File: src/rtl/remote_cmd_seq.sv
// remote_cmd_seq
//   Remote-side command sequencer. It buffers flight commands from the
//   joystick/button logic in a small request FIFO. It issues them one at a
//   time through the RemoteComm send/response handshake, waits for the
//   ACK_VAL byte under a per-command timeout, and reports done/err for each
//   command.
//
//   Optional feature macro: CMD_RETRY_EN
//     defined   - on timeout, resend the same cmd/data up to MAX_RETRY times
//                 before reporting err (err_code 10)
//     undefined - the first timeout reports err (err_code 10) immediately
//
// Ports
//   clk, rst          system clock, synchronous active-high reset
//   req_vld/req_rdy   host request handshake; push when both are high
//   req_cmd, req_data opcode and payload of the request
//   send_cmd          one-cycle pulse to RemoteComm to start a frame
//   cmd, data         opcode/payload to RemoteComm, stable while in flight
//   cmd_sent          RemoteComm finished transmitting
//   resp_rdy, resp    RemoteComm holds a response byte
//   clr_resp_rdy      one-cycle pulse that consumes the response
//   done              one-cycle pulse: ACK received
//   err, err_code     one-cycle error pulse; code 01 = bad byte, 10 = timeout
//   last_cmd          opcode of the most recently finished command
//   busy              sequencer active or requests pending
module remote_cmd_seq #(
    parameter int unsigned FIFO_DEPTH     = 4,
    parameter int unsigned TMO_CYCLES     = 1_000_000,
    parameter int unsigned CAL_TMO_CYCLES = 50_000_000,
    parameter int unsigned MAX_RETRY      = 3,
    parameter logic [7:0]  ACK_VAL        = 8'hA5
) (
    input  logic        clk,
    input  logic        rst,
    input  logic        req_vld,
    input  logic [7:0]  req_cmd,
    input  logic [15:0] req_data,
    output logic        req_rdy,
    output logic        send_cmd,
    output logic [7:0]  cmd,
    output logic [15:0] data,
    input  logic        cmd_sent,
    input  logic        resp_rdy,
    input  logic [7:0]  resp,
    output logic        clr_resp_rdy,
    output logic        done,
    output logic        err,
    output logic [1:0]  err_code,
    output logic [7:0]  last_cmd,
    output logic        busy
);

    localparam int unsigned AW      = $clog2(FIFO_DEPTH);
    localparam int unsigned PW      = AW + 1;
    localparam int unsigned TMO_MAX = (TMO_CYCLES > CAL_TMO_CYCLES) ? TMO_CYCLES : CAL_TMO_CYCLES;
    localparam int unsigned TW      = ($clog2(TMO_MAX) < 1) ? 1 : $clog2(TMO_MAX);

    localparam logic [7:0]    SET_CAL  = 8'h06;
    localparam logic [TW-1:0] TMO_LOAD = TW'(TMO_CYCLES - 1);
    localparam logic [TW-1:0] CAL_LOAD = TW'(CAL_TMO_CYCLES - 1);

    typedef enum logic [2:0] {
        IDLE,
        SEND,
        WAIT_SENT,
        WAIT_RESP,
        CHECK
    } state_t;

    state_t state, state_nxt;

    // Request FIFO: pointers carry one extra wrap bit to tell full from empty.
    logic [7:0]    fifo_cmd  [FIFO_DEPTH];
    logic [15:0]   fifo_data [FIFO_DEPTH];
    logic [PW-1:0] wr_ptr, rd_ptr;
    logic          full, empty, push, pop;

    logic [TW-1:0] tmo_cnt;
    logic [7:0]    resp_q;

    logic       send_nxt, clr_nxt, done_nxt, err_nxt, tmo_load, resp_cap;
    logic [1:0] err_code_nxt;

`ifdef CMD_RETRY_EN
    localparam int unsigned RW = ($clog2(MAX_RETRY + 1) < 1) ? 1 : $clog2(MAX_RETRY + 1);
    logic [RW-1:0] retry_cnt;
    logic          retry_inc;
`endif

    assign full    = (wr_ptr[AW] != rd_ptr[AW]) && (wr_ptr[AW-1:0] == rd_ptr[AW-1:0]);
    assign empty   = (wr_ptr == rd_ptr);
    assign req_rdy = !full;
    assign push    = req_vld && !full;
    assign busy    = (state != IDLE) || !empty;

    always_ff @(posedge clk) begin
        if (push) begin
            fifo_cmd[wr_ptr[AW-1:0]]  <= req_cmd;
            fifo_data[wr_ptr[AW-1:0]] <= req_data;
        end
    end

    always_comb begin
        state_nxt    = state;
        pop          = 1'b0;
        send_nxt     = 1'b0;
        clr_nxt      = 1'b0;
        done_nxt     = 1'b0;
        err_nxt      = 1'b0;
        err_code_nxt = 2'b00;
        tmo_load     = 1'b0;
        resp_cap     = 1'b0;
`ifdef CMD_RETRY_EN
        retry_inc    = 1'b0;
`endif
        case (state)
            IDLE: begin
                if (!empty) begin
                    pop       = 1'b1;
                    state_nxt = SEND;
                end
            end
            SEND: begin
                send_nxt  = 1'b1;
                state_nxt = WAIT_SENT;
            end
            WAIT_SENT: begin
                if (cmd_sent) begin
                    tmo_load  = 1'b1;
                    state_nxt = WAIT_RESP;
                end
            end
            WAIT_RESP: begin
                // A response arriving on the last timeout cycle still counts.
                if (resp_rdy) begin
                    clr_nxt   = 1'b1;
                    resp_cap  = 1'b1;
                    state_nxt = CHECK;
                end else if (tmo_cnt == '0) begin
`ifdef CMD_RETRY_EN
                    if (retry_cnt < RW'(MAX_RETRY)) begin
                        retry_inc = 1'b1;
                        state_nxt = SEND;
                    end else begin
                        err_nxt      = 1'b1;
                        err_code_nxt = 2'b10;
                        state_nxt    = IDLE;
                    end
`else
                    err_nxt      = 1'b1;
                    err_code_nxt = 2'b10;
                    state_nxt    = IDLE;
`endif
                end
            end
            CHECK: begin
                if (resp_q == ACK_VAL) begin
                    done_nxt = 1'b1;
                end else begin
                    err_nxt      = 1'b1;
                    err_code_nxt = 2'b01;
                end
                state_nxt = IDLE;
            end
            default: state_nxt = IDLE;
        endcase
        // Stale response: consume and drop it. Skip the cycle right after a
        // clear so a RemoteComm whose flag drops one cycle late sees only one.
        if (state != WAIT_RESP && resp_rdy && !clr_resp_rdy) begin
            clr_nxt = 1'b1;
        end
    end

    always_ff @(posedge clk) begin
        if (rst) begin
            state        <= IDLE;
            wr_ptr       <= '0;
            rd_ptr       <= '0;
            cmd          <= '0;
            data         <= '0;
            tmo_cnt      <= '0;
            resp_q       <= '0;
            send_cmd     <= 1'b0;
            clr_resp_rdy <= 1'b0;
            done         <= 1'b0;
            err          <= 1'b0;
            err_code     <= '0;
            last_cmd     <= '0;
`ifdef CMD_RETRY_EN
            retry_cnt    <= '0;
`endif
        end else begin
            state        <= state_nxt;
            send_cmd     <= send_nxt;
            clr_resp_rdy <= clr_nxt;
            done         <= done_nxt;
            err          <= err_nxt;
            if (push) begin
                wr_ptr <= wr_ptr + PW'(1);
            end
            if (pop) begin
                rd_ptr <= rd_ptr + PW'(1);
                cmd    <= fifo_cmd[rd_ptr[AW-1:0]];
                data   <= fifo_data[rd_ptr[AW-1:0]];
            end
            if (tmo_load) begin
                tmo_cnt <= (cmd == SET_CAL) ? CAL_LOAD : TMO_LOAD;
            end else if (state == WAIT_RESP && tmo_cnt != '0) begin
                tmo_cnt <= tmo_cnt - TW'(1);
            end
            if (resp_cap) begin
                resp_q <= resp;
            end
            if (done_nxt || err_nxt) begin
                last_cmd <= cmd;
            end
            if (err_nxt) begin
                err_code <= err_code_nxt;
            end
`ifdef CMD_RETRY_EN
            if (pop) begin
                retry_cnt <= '0;
            end else if (retry_inc) begin
                retry_cnt <= retry_cnt + RW'(1);
            end
`endif
        end
    end

endmodule

File: config.mk
export PLATFORM = sky130hd
export DESIGN_NAME = remote_cmd_seq
export DESIGN_NICKNAME = d
export VERILOG_FILES = /design/src/rtl/remote_cmd_seq.sv
export SDC_FILE = /design/constraint.sdc
export NUM_CORES = 1
export LEC_CHECK = 0
export ABC_AREA = 1
export CAP_MARGIN = 20
export CORE_ASPECT_RATIO = 1.4
export CORE_MARGIN = 8
export CORE_UTILIZATION = 45
export DETAILED_ROUTE_END_ITERATION = 7
export PLACE_DENSITY = 0.76
export SETUP_SLACK_MARGIN = 0.4
export SYNTH_ARGS = -nofsm -noshare
export SYNTH_HDL_FRONTEND = slang
export SYNTH_SLANG_ARGS = --single-unit
File: constraint.sdc
create_clock -name clk -period 2.8 [get_ports clk]
set_input_delay 0.84 -clock clk [delete_from_list [all_inputs] [get_ports clk]]
set_output_delay 0.84 -clock clk [all_outputs]
set_load 0.03 [all_outputs]
==> reports/results.md, run 1 <==
| Metric | Reported | Unit |
| --- | --- | --- |
| Pwr per Cell Area | 1200 | nW/um2 |
| Number of slew-limit violations in the final report | 0 | - |
| Hold Fails Final Rpt | 0 | - |
| Overall routed net length | 16700 | um |
| Net load switching power | 4510 | uW |
| Clock power frac | 21.7 | % |
| Count of routing violations after the opening detailed-route iteration | 393 | - |
| Post-DR vias/cell | 5.37 | - |
| Element type at the critical path end | output port | - |
| Residual DRC count | 0 | - |
| Top Family by Delay on Critical Path | buffers and inverters | - |
| #FFs+latches synth | 177 | - |
| Routed wirelength normalized by instance count | 15.6 | um |
| Hold bufs inserted after CTS | 0 | - |
| Switching Fraction | 42.2 | % |
| Netlist Area Pre-Place | 7340 | um2 |
| Largest stage delay on the critical path | 0.71 | ns |
| CTS tree | yes | - |
| Post-route clock period utilization | 84.6 | % |
| Area growth from synthesis to layout | 21.7 | % |
| Crit-path slowest cell | sky130_fd_sc_hd__clkdlybuf4s50_1 | - |
| Portion of synthesized cell area occupied by the leading cell type | 39.3 | % |
| Final weighted congestion in routability-driven placement | 0.912 | - |
| Initial antenna violation count | 0 | - |
| Number of placement rows | 55 | - |
| Critical path arrival | 1.53 | ns |
| Post-synth net total | 828 | - |
| Multi-input gate area | 2500 | um2 |
| Hold crit path type | register to register | - |
| Top_reg_cell synth | sky130_fd_sc_hd__edfxtp_1 | - |
| Cell taking the most area after synthesis | sky130_fd_sc_hd__edfxtp_1 | - |
| Vias in the first global route | 5700 | - |
| Syn_area_per_cell | 9.36 | um2 |
| Max-Cap Viols | 0 | - |
| Placed wire-length estimate after detailed placement | 11200 | um |
| Antenna Nets Post-Route | 0 | - |
| Share of async-settable or async-resettable flops after synthesis | 0 | % |
| Horiz. Die Dim | 124 | um |
| Root cell of the clock tree | sky130_fd_sc_hd__clkbuf_16 | - |
| Max clock buf depth | 2 | - |
| Pin slew with the least headroom to its limit | 0.759 | ns |
| Count of boundary I/O pins | 77 | - |
| Vias | 5766 | - |
| Cell types with the largest area share after synthesis | sky130_fd_sc_hd__edfxtp_1, sky130_fd_sc_hd__dfxtp_1, sky130_fd_sc_hd__nor2_1, sky130_fd_sc_hd__o21ai_0, sky130_fd_sc_hd__nand2_1 | - |
| Remaining max-slew budget at the tightest pin | 49.3 | % |
| Inserted Clock Buffers | 17 | - |
| Synthesized instance count | 784 | - |
| Synth cell types | 31 | - |
| Worst VDD drop | 556 | uV |
| Buffers inserted by post-CTS timing repair | 0 | - |
| Initial core utilization | 45.8 | % |
| Final setup violating endpoints | 0 | - |
| First drt pass iteration count | 5 | - |
| Clock slew seen by the registers of the worst setup and hold paths | 0.07 | ns |
| Relative contribution of combinational cells to total power | 45.2 | % |
| Unrepaired setup endpoints after global routing | true | - |
| Maximum fanout encountered on the critical timing path | 3 | - |
| Final nets | 905 | - |
| Floorplan core area | 16000 | um2 |
| Total gr overflow | 0 | - |
| Clk_skew | 0.00685 | ns |
| Total power after layout | 10700 | uW |
| Series of cell instances along the critical path | clkdlybuf4s50_1 | - |
| Wire length of the first global-routing pass | 27200 | um |
| Proportion of power drawn by flip-flops and latches | 33.1 | % |
| Number of I/O port buffers | 76 | - |
| Critical path buffer and inverter count | 1 | - |
| Number of diodes added for antenna fixing | 0 | - |
| Library cell with the highest instance count after synthesis | sky130_fd_sc_hd__nor2_1 | - |
| Fraction of layout cells with a size suffix above 1 | 8.01 | % |
| Vert. Die Dim | 167 | um |
| Reg-to-reg setup timing slack | 0.61 | ns |
| Post-layout minimum cycle time | 2.37 | ns |
| Result of the run | completed | - |
| CP Class | register to output port | - |
| Total area of sequential cells | 4500 | um2 |
| Number of filler cells placed in the layout | 1351 | - |
| H-tree lvl count | 4 | - |
| Sum Neg Setup Slack | 0 | ns |
| Kind of start point of the critical path | register | - |
| Global-route usage over all layers | 16.7 | % |
| Number of flops mapped to enable cells by yosys | 96 | - |
| Later-pin clock latency in the skew report | 0.43 | ns |
| Required time worst endpoint | 1.96 | ns |
| P_int | 6170 | uW |
| Warnings, synthesis | 0 | - |
| Most frequent cells after synthesis | sky130_fd_sc_hd__nor2_1, sky130_fd_sc_hd__nand2_1, sky130_fd_sc_hd__edfxtp_1, sky130_fd_sc_hd__o21ai_0, sky130_fd_sc_hd__dfxtp_1 | - |
| Max Freq | 422 | MHz |
| Largest net degree at the start of global routing | 51 | - |
| Clock tree sinks | 177 | - |
| Full die area | 20700 | um2 |
| Cell leakage power | 0.00336 | uW |
| Part of the Yosys area used for sequential elements | 61.4 | % |
final cells by class:
| type | count | area share [%] |
|---|---|---|
| clock buffers | 18 | 4.81 |
| clock inverters | 14 | 1.61 |
| flip-flops and latches | 177 | 50.4 |
| repair buffers | 93 | 10.1 |
| well taps | 199 | 2.79 |
| multi-input cells | 521 | 28.1 |
| inverters | 51 | 2.14 |
routing by layer:
| metal | vias to the layer above | global-route usage (%) | share of wire, % |
|---|---|---|---|
| met5 | - | 0 | 0 |
| li1 | 2842 | - | - |
| met4 | 0 | 9.50 | 2.8 |
| met3 | 35 | 3.62 | 5.7 |
| met2 | 193 | 28.8 | 54 |
| met1 | 2696 | 18.4 | 38 |
worst paths after layout:
kind,start,to,cells past startpoint
worst max-delay path,cmd[3]$_SDFFE_PP0P_,cmd[3],1
worst min-delay path,resp_q[5]$_SDFFE_PP0P_,resp_q[5]$_SDFFE_PP0P_,2
worst max register to register,state[1]$_SDFFE_PP0P_,tmo_cnt[12]$_SDFFE_PP0P_,6
worst min register to register,resp_q[5]$_SDFFE_PP0P_,resp_q[5]$_SDFFE_PP0P_,2
timing repair:
action                     CTS  global route
setup endpoints to repair    4             2
gates resized for setup     14             4
pin swaps                    0             2
registers in the layout, indices dropped and copies added (netlist names):
register	flops
cmd	8
data	16
wr_ptr	3
fifo_data	64
resp_q	8
fifo_cmd	32
send_cmd	1
err	1
rd_ptr	3
done	1
last_cmd	8
tmo_cnt	26
state	3
clr_resp_rdy	1
err_code	2
stage by stage:
step           cells  worst slack [ns]  utilization (%)  area, um2  hold slack (ns)
4_1_cts         1073             0.403             55.6       8920            0.464
3_3_place_gp    1041             0.374             52.1       8350            0.445
2_1_floorplan    784             0.212                -       7340            0.431
5_1_grt         1073             0.380             55.7       8930            0.485
3_5_place_dp    1041             0.281             52.1       8350            0.454
6_report        1073             0.431             55.7       8930            0.458
cell usage in the layout, fill, tap and decap left out, drive strengths merged:
| cell | synthesis | routed |
|---|---|---|
| nor2 | 146 | 146 |
| nand2 | 102 | 102 |
| buf | 8 | 18 |
| a21boi | 1 | 1 |
| nand3 | 57 | 57 |
| o21bai | 2 | 2 |
| o22ai | 24 | 24 |
| xnor2 | 6 | 6 |
| edfxtp | 96 | 96 |
| or2 | 4 | 4 |
| dlygate4sd2 | 0 | 2 |
| nand4 | 7 | 7 |
| dlymetal6s2s | 0 | 1 |
| clkbuf | 27 | 19 |
| xor2 | 6 | 6 |
| ha | 7 | 7 |
| clkinvlp | 0 | 1 |
| a31oi | 1 | 1 |
| a21oi | 55 | 55 |
| dfxtp | 81 | 81 |
| nor3 | 4 | 4 |
| inv | 50 | 59 |
| bufinv | 0 | 1 |
| nor4 | 2 | 2 |
| nor3b | 1 | 1 |
| o21ai | 96 | 96 |
| clkdlybuf4s50 | 0 | 71 |
| clkinv | 1 | 4 |
power by group through the flow:
stage	registers (uW)	logic [uW]	clock network, uW
final	3540	4830	2310
after global routing	3590	5400	2430
after CTS	3530	4830	2340
after detailed placement	3580	4820	0
after global placement	3570	4760	0
after floorplan	3870	3150	0
kinds of logic (layout without fill, tap and decap cells):
family	after synthesis	in the layout	synth area share, %
XOR/XNOR	12	12	1.43
adder cells (fa/ha/maj)	7	7	1.19
AND/OR/NAND/NOR	323	323	18.5
buffers and inverters	86	176	4.72
flip-flops	177	177	61.4
AO/OA/AOI/OAI	179	179	12.7
Power figures use the tool's default switching activity.
==> run 2: changes to the inputs <==
--- a/config.mk
+++ b/config.mk
@@ -11,7 +11,7 @@
 export CORE_MARGIN = 8
 export CORE_UTILIZATION = 45
 export DETAILED_ROUTE_END_ITERATION = 7
-export PLACE_DENSITY = 0.76
+export PLACE_DENSITY = 0.78
 export SETUP_SLACK_MARGIN = 0.4
 export SYNTH_ARGS = -nofsm -noshare
 export SYNTH_HDL_FRONTEND = slang
==> constraint.sdc (replaced) <==
create_clock -name clk -period 2.1 [get_ports clk]
set_input_delay 0.63 -clock clk [delete_from_list [all_inputs] [get_ports clk]]
set_output_delay 0.63 -clock clk [all_outputs]
set_load 0.03 [all_outputs]
==> reports/results.md, run 2 (synthesis gave the netlist of run 1 again) <==
| Metric | Reported | Unit | vs previous |
| --- | --- | --- | --- |
| Element type at the critical path end | output port | - |  |
| Highest-count cells in the layout ignoring fill and taps | sky130_fd_sc_hd__nor2_1, sky130_fd_sc_hd__edfxtp_1, sky130_fd_sc_hd__o21ai_0 | - |  |
| Floorplan core area | 16000 | um2 | unchanged |
| Wire length of the first global-routing pass | 28900 | um | +6.4% |
| Horiz. Die Dim | 124 | um | unchanged |
| Number of filler cells placed in the layout | 1335 | - | -1.2% |
| P_int | 8530 | uW | +38% |
| First drt pass iteration count | 5 | - | unchanged |
| Sum Neg Setup Slack | 0 | ns | unchanged |
| Count of boundary I/O pins | 77 | - | unchanged |
| Critical path arrival | 1.40 | ns | -0.13 ns |
| Net load switching power | 6340 | uW | +41% |
| Vias in the first global route | 6071 | - | +6.5% |
| Later-pin clock latency in the skew report | 0.42 | ns | about the same |
| Residual DRC count | 0 | - | unchanged |
| Fraction of layout cells with a size suffix above 1 | 20.2 | % | +12 points |
| Flip-flop count of the largest register, all copies and words added | 64 | - | unchanged |
| Overall routed net length | 18100 | um | +8.2% |
| Commonest non-fill, non-tap cell in the layout | sky130_fd_sc_hd__nor2_1 | - |  |
| Area growth from synthesis to layout | 27.0 | % |  |
| Max-Cap Viols | 0 | - | unchanged |
| Relative contribution of combinational cells to total power | 48.7 | % | +3.5 points |
| Number of placement rows | 55 | - | unchanged |
| Final weighted congestion in routability-driven placement | 0.913 | - | +0.16% |
| Max clock buf depth | 2 | - | unchanged |
| Post-layout utilization of the core | 58.1 | % | +2.4 points |
| Unrepaired setup endpoints after global routing | true | - |  |
| Count of routing violations after the opening detailed-route iteration | 471 | - | +20% |
| Reg-to-reg setup timing slack | 0.09 | ns | -0.52 ns |
| Hold slack | 0.458 | ns | +0.000368 ns |
| End of the worst hold path | resp_q[0]$_SDFFE_PP0P_ | - |  |
| Placed wire-length estimate after detailed placement | 11700 | um | +4.3% |
| Worst hold path cell count | 2 | - | unchanged |
| Hold crit path type | register to register | - |  |
| Vert. Die Dim | 167 | um | unchanged |
| Initial antenna violation count | 0 | - | unchanged |
| Pin slew with the least headroom to its limit | 0.373 | ns | -0.387 ns |
| Antenna Nets Post-Route | 0 | - | unchanged |
| Maximum fanout encountered on the critical timing path | 3 | - | unchanged |
| Number of diodes added for antenna fixing | 0 | - | unchanged |
| Root cell of the clock tree | sky130_fd_sc_hd__clkbuf_16 | - |  |
| Vias | 5992 | - | +3.9% |
| Proportion of power drawn by flip-flops and latches | 31.9 | % | -1.2 points |
| Switching Fraction | 42.6 | % | +0.39 points |
| H-tree lvl count | 4 | - | unchanged |
| Max Freq | 493 | MHz |  |
| Global-route usage over all layers | 17.7 | % | +0.94 points |
| Kind of start point of the critical path | register | - |  |
| Launch instance of the worst min-delay path | resp_q[0]$_SDFFE_PP0P_ | - |  |
| Full die area | 20700 | um2 | unchanged |
| Post-layout minimum cycle time | 2.03 | ns |  |
| CP Class | register to output port | - |  |
| Total gr overflow | 0 | - | unchanged |
| Remaining max-slew budget at the tightest pin | 75.0 | % | +26 points |
| Worst VDD drop | 787 | uV | +42% |
| Clock tree sinks | 177 | - | unchanged |
| Post-route clock period utilization | 96.6 | % |  |
| Final setup violating endpoints | 0 | - | unchanged |
| CTS tree | yes | - |  |
| Final nets | 943 | - | +4.2% |
| Cell leakage power | 0.00366 | uW | +8.8% |
| Result of the run | completed | - |  |
| Routed wirelength normalized by instance count | 16.3 | um | +4.5% |
| Inserted Clock Buffers | 17 | - | unchanged |
| Clk_skew | 0.00799 | ns | +0.00114 ns |
| Pwr per Cell Area | 1600 | nW/um2 | +33% |
| Required time worst endpoint | 1.47 | ns | -0.49 ns |
| Number of I/O port buffers | 76 | - | unchanged |
| Clock slew seen by the registers of the worst setup and hold paths | 0.07 | ns | about the same |
| Reg-to-reg endpoint | state[1]$_SDFFE_PP0P_ | - |  |
| Post-DR vias/cell | 5.39 | - | +0.37% |
| Number of slew-limit violations in the final report | 0 | - | unchanged |
| Largest net degree at the start of global routing | 51 | - | unchanged |
| Hold Fails Final Rpt | 0 | - | unchanged |
| Clock power frac | 19.4 | % | -2.3 points |
| Initial core utilization | 45.8 | % | unchanged |
| Worst reg2reg startpoint | wr_ptr[0]$_SDFFE_PP0P_ | - |  |
| Hold bufs inserted after CTS | 0 | - | unchanged |
| Worst r2r path cells | 14 | - | +8 |
==> run 2: cell types whose count changed in the layout (fill, tap and decap cells not counted), sizes merged, moves of 4 or more <==
cell	previous run	this run
buf	18	88
clkbuf	19	23
clkdlybuf4s50	71	35
clkinv	4	8
inv	59	55
==> run 2: area by class of cell <==
class	instances	area, um2	area share, %
clock inverter	14	109	1.17
multi-input combinational	521	2670	28.6
tap	199	249	2.67
inverter	51	191	2.06
sequential	177	4520	48.5
clock buffer	18	429	4.61
timing repair buffer	131	1150	12.3
==> run 2: worst max-delay path, cell delays in order (launching register included) <==
cell and delay, ns:
sky130_fd_sc_hd__dfxtp_2 0.34, sky130_fd_sc_hd__xor2_2 0.19, sky130_fd_sc_hd__a21oi_4 0.19, sky130_fd_sc_hd__nand3_2 0.11, sky130_fd_sc_hd__buf_6 0.16
==> run 2: how the worst max path moves through the flow <==
| stage | start | to |
|---|---|---|
| after floorplan | state[2]$_SDFFE_PP0P_ | busy |
| after global placement | rd_ptr[0]$_SDFFE_PP0P_ | busy |
| after detailed placement | rd_ptr[0]$_SDFFE_PP0P_ | busy |
| after CTS | rd_ptr[0]$_SDFFE_PP0P_ | busy |
| after global routing | state[2]$_SDFFE_PP0P_ | state[1]$_SDFFE_PP0P_ |
| final | wr_ptr[0]$_SDFFE_PP0P_ | busy |
==> run 2: power groups by stage <==
stage / registers (uW) / clock network (uW) / logic [uW]
6_report: 4750 / 2880 / 7240
5_1_grt: 4810 / 3060 / 8000
4_1_cts: 4700 / 2910 / 6870
3_5_place_dp: 4770 / 0 / 6670
3_3_place_gp: 4750 / 0 / 6530
2_1_floorplan: 5170 / 0 / 4230
==> run 2: stage by stage <==
stage	area, um2	power [uW]	setup slack (ns)	cells
global route	9320	15900	0.000854	1111
global placement	8610	11300	0.0274	1060
finish	9320	14900	0.0711	1111
floorplan	7390	9400	0.443	784
detailed placement	8610	11400	0.0190	1060
CTS	9180	14500	0.0696	1102
==> run 2: what timing repair did <==
| action | 4_1_cts | 5_1_grt |
|---|---|---|
| endpoints found under the setup margin | 85 | 86 |
| resized for setup | 184 | 83 |
| gates cloned | 0 | 1 |
| setup buffers | 10 | 8 |
| pin swaps | 4 | 10 |
==> run 2: layer usage <==
| metal | share of wire [%] | wire length (um) | GRT usage [%] |
|---|---|---|---|
| met2 | 54 | 9760 | 31.2 |
| met1 | 38 | 6920 | 19.3 |
| met3 | 5.3 | 961 | 4.06 |
| met5 | 0 | 0 | 0 |
| met4 | 2.6 | 462 | 8.20 |
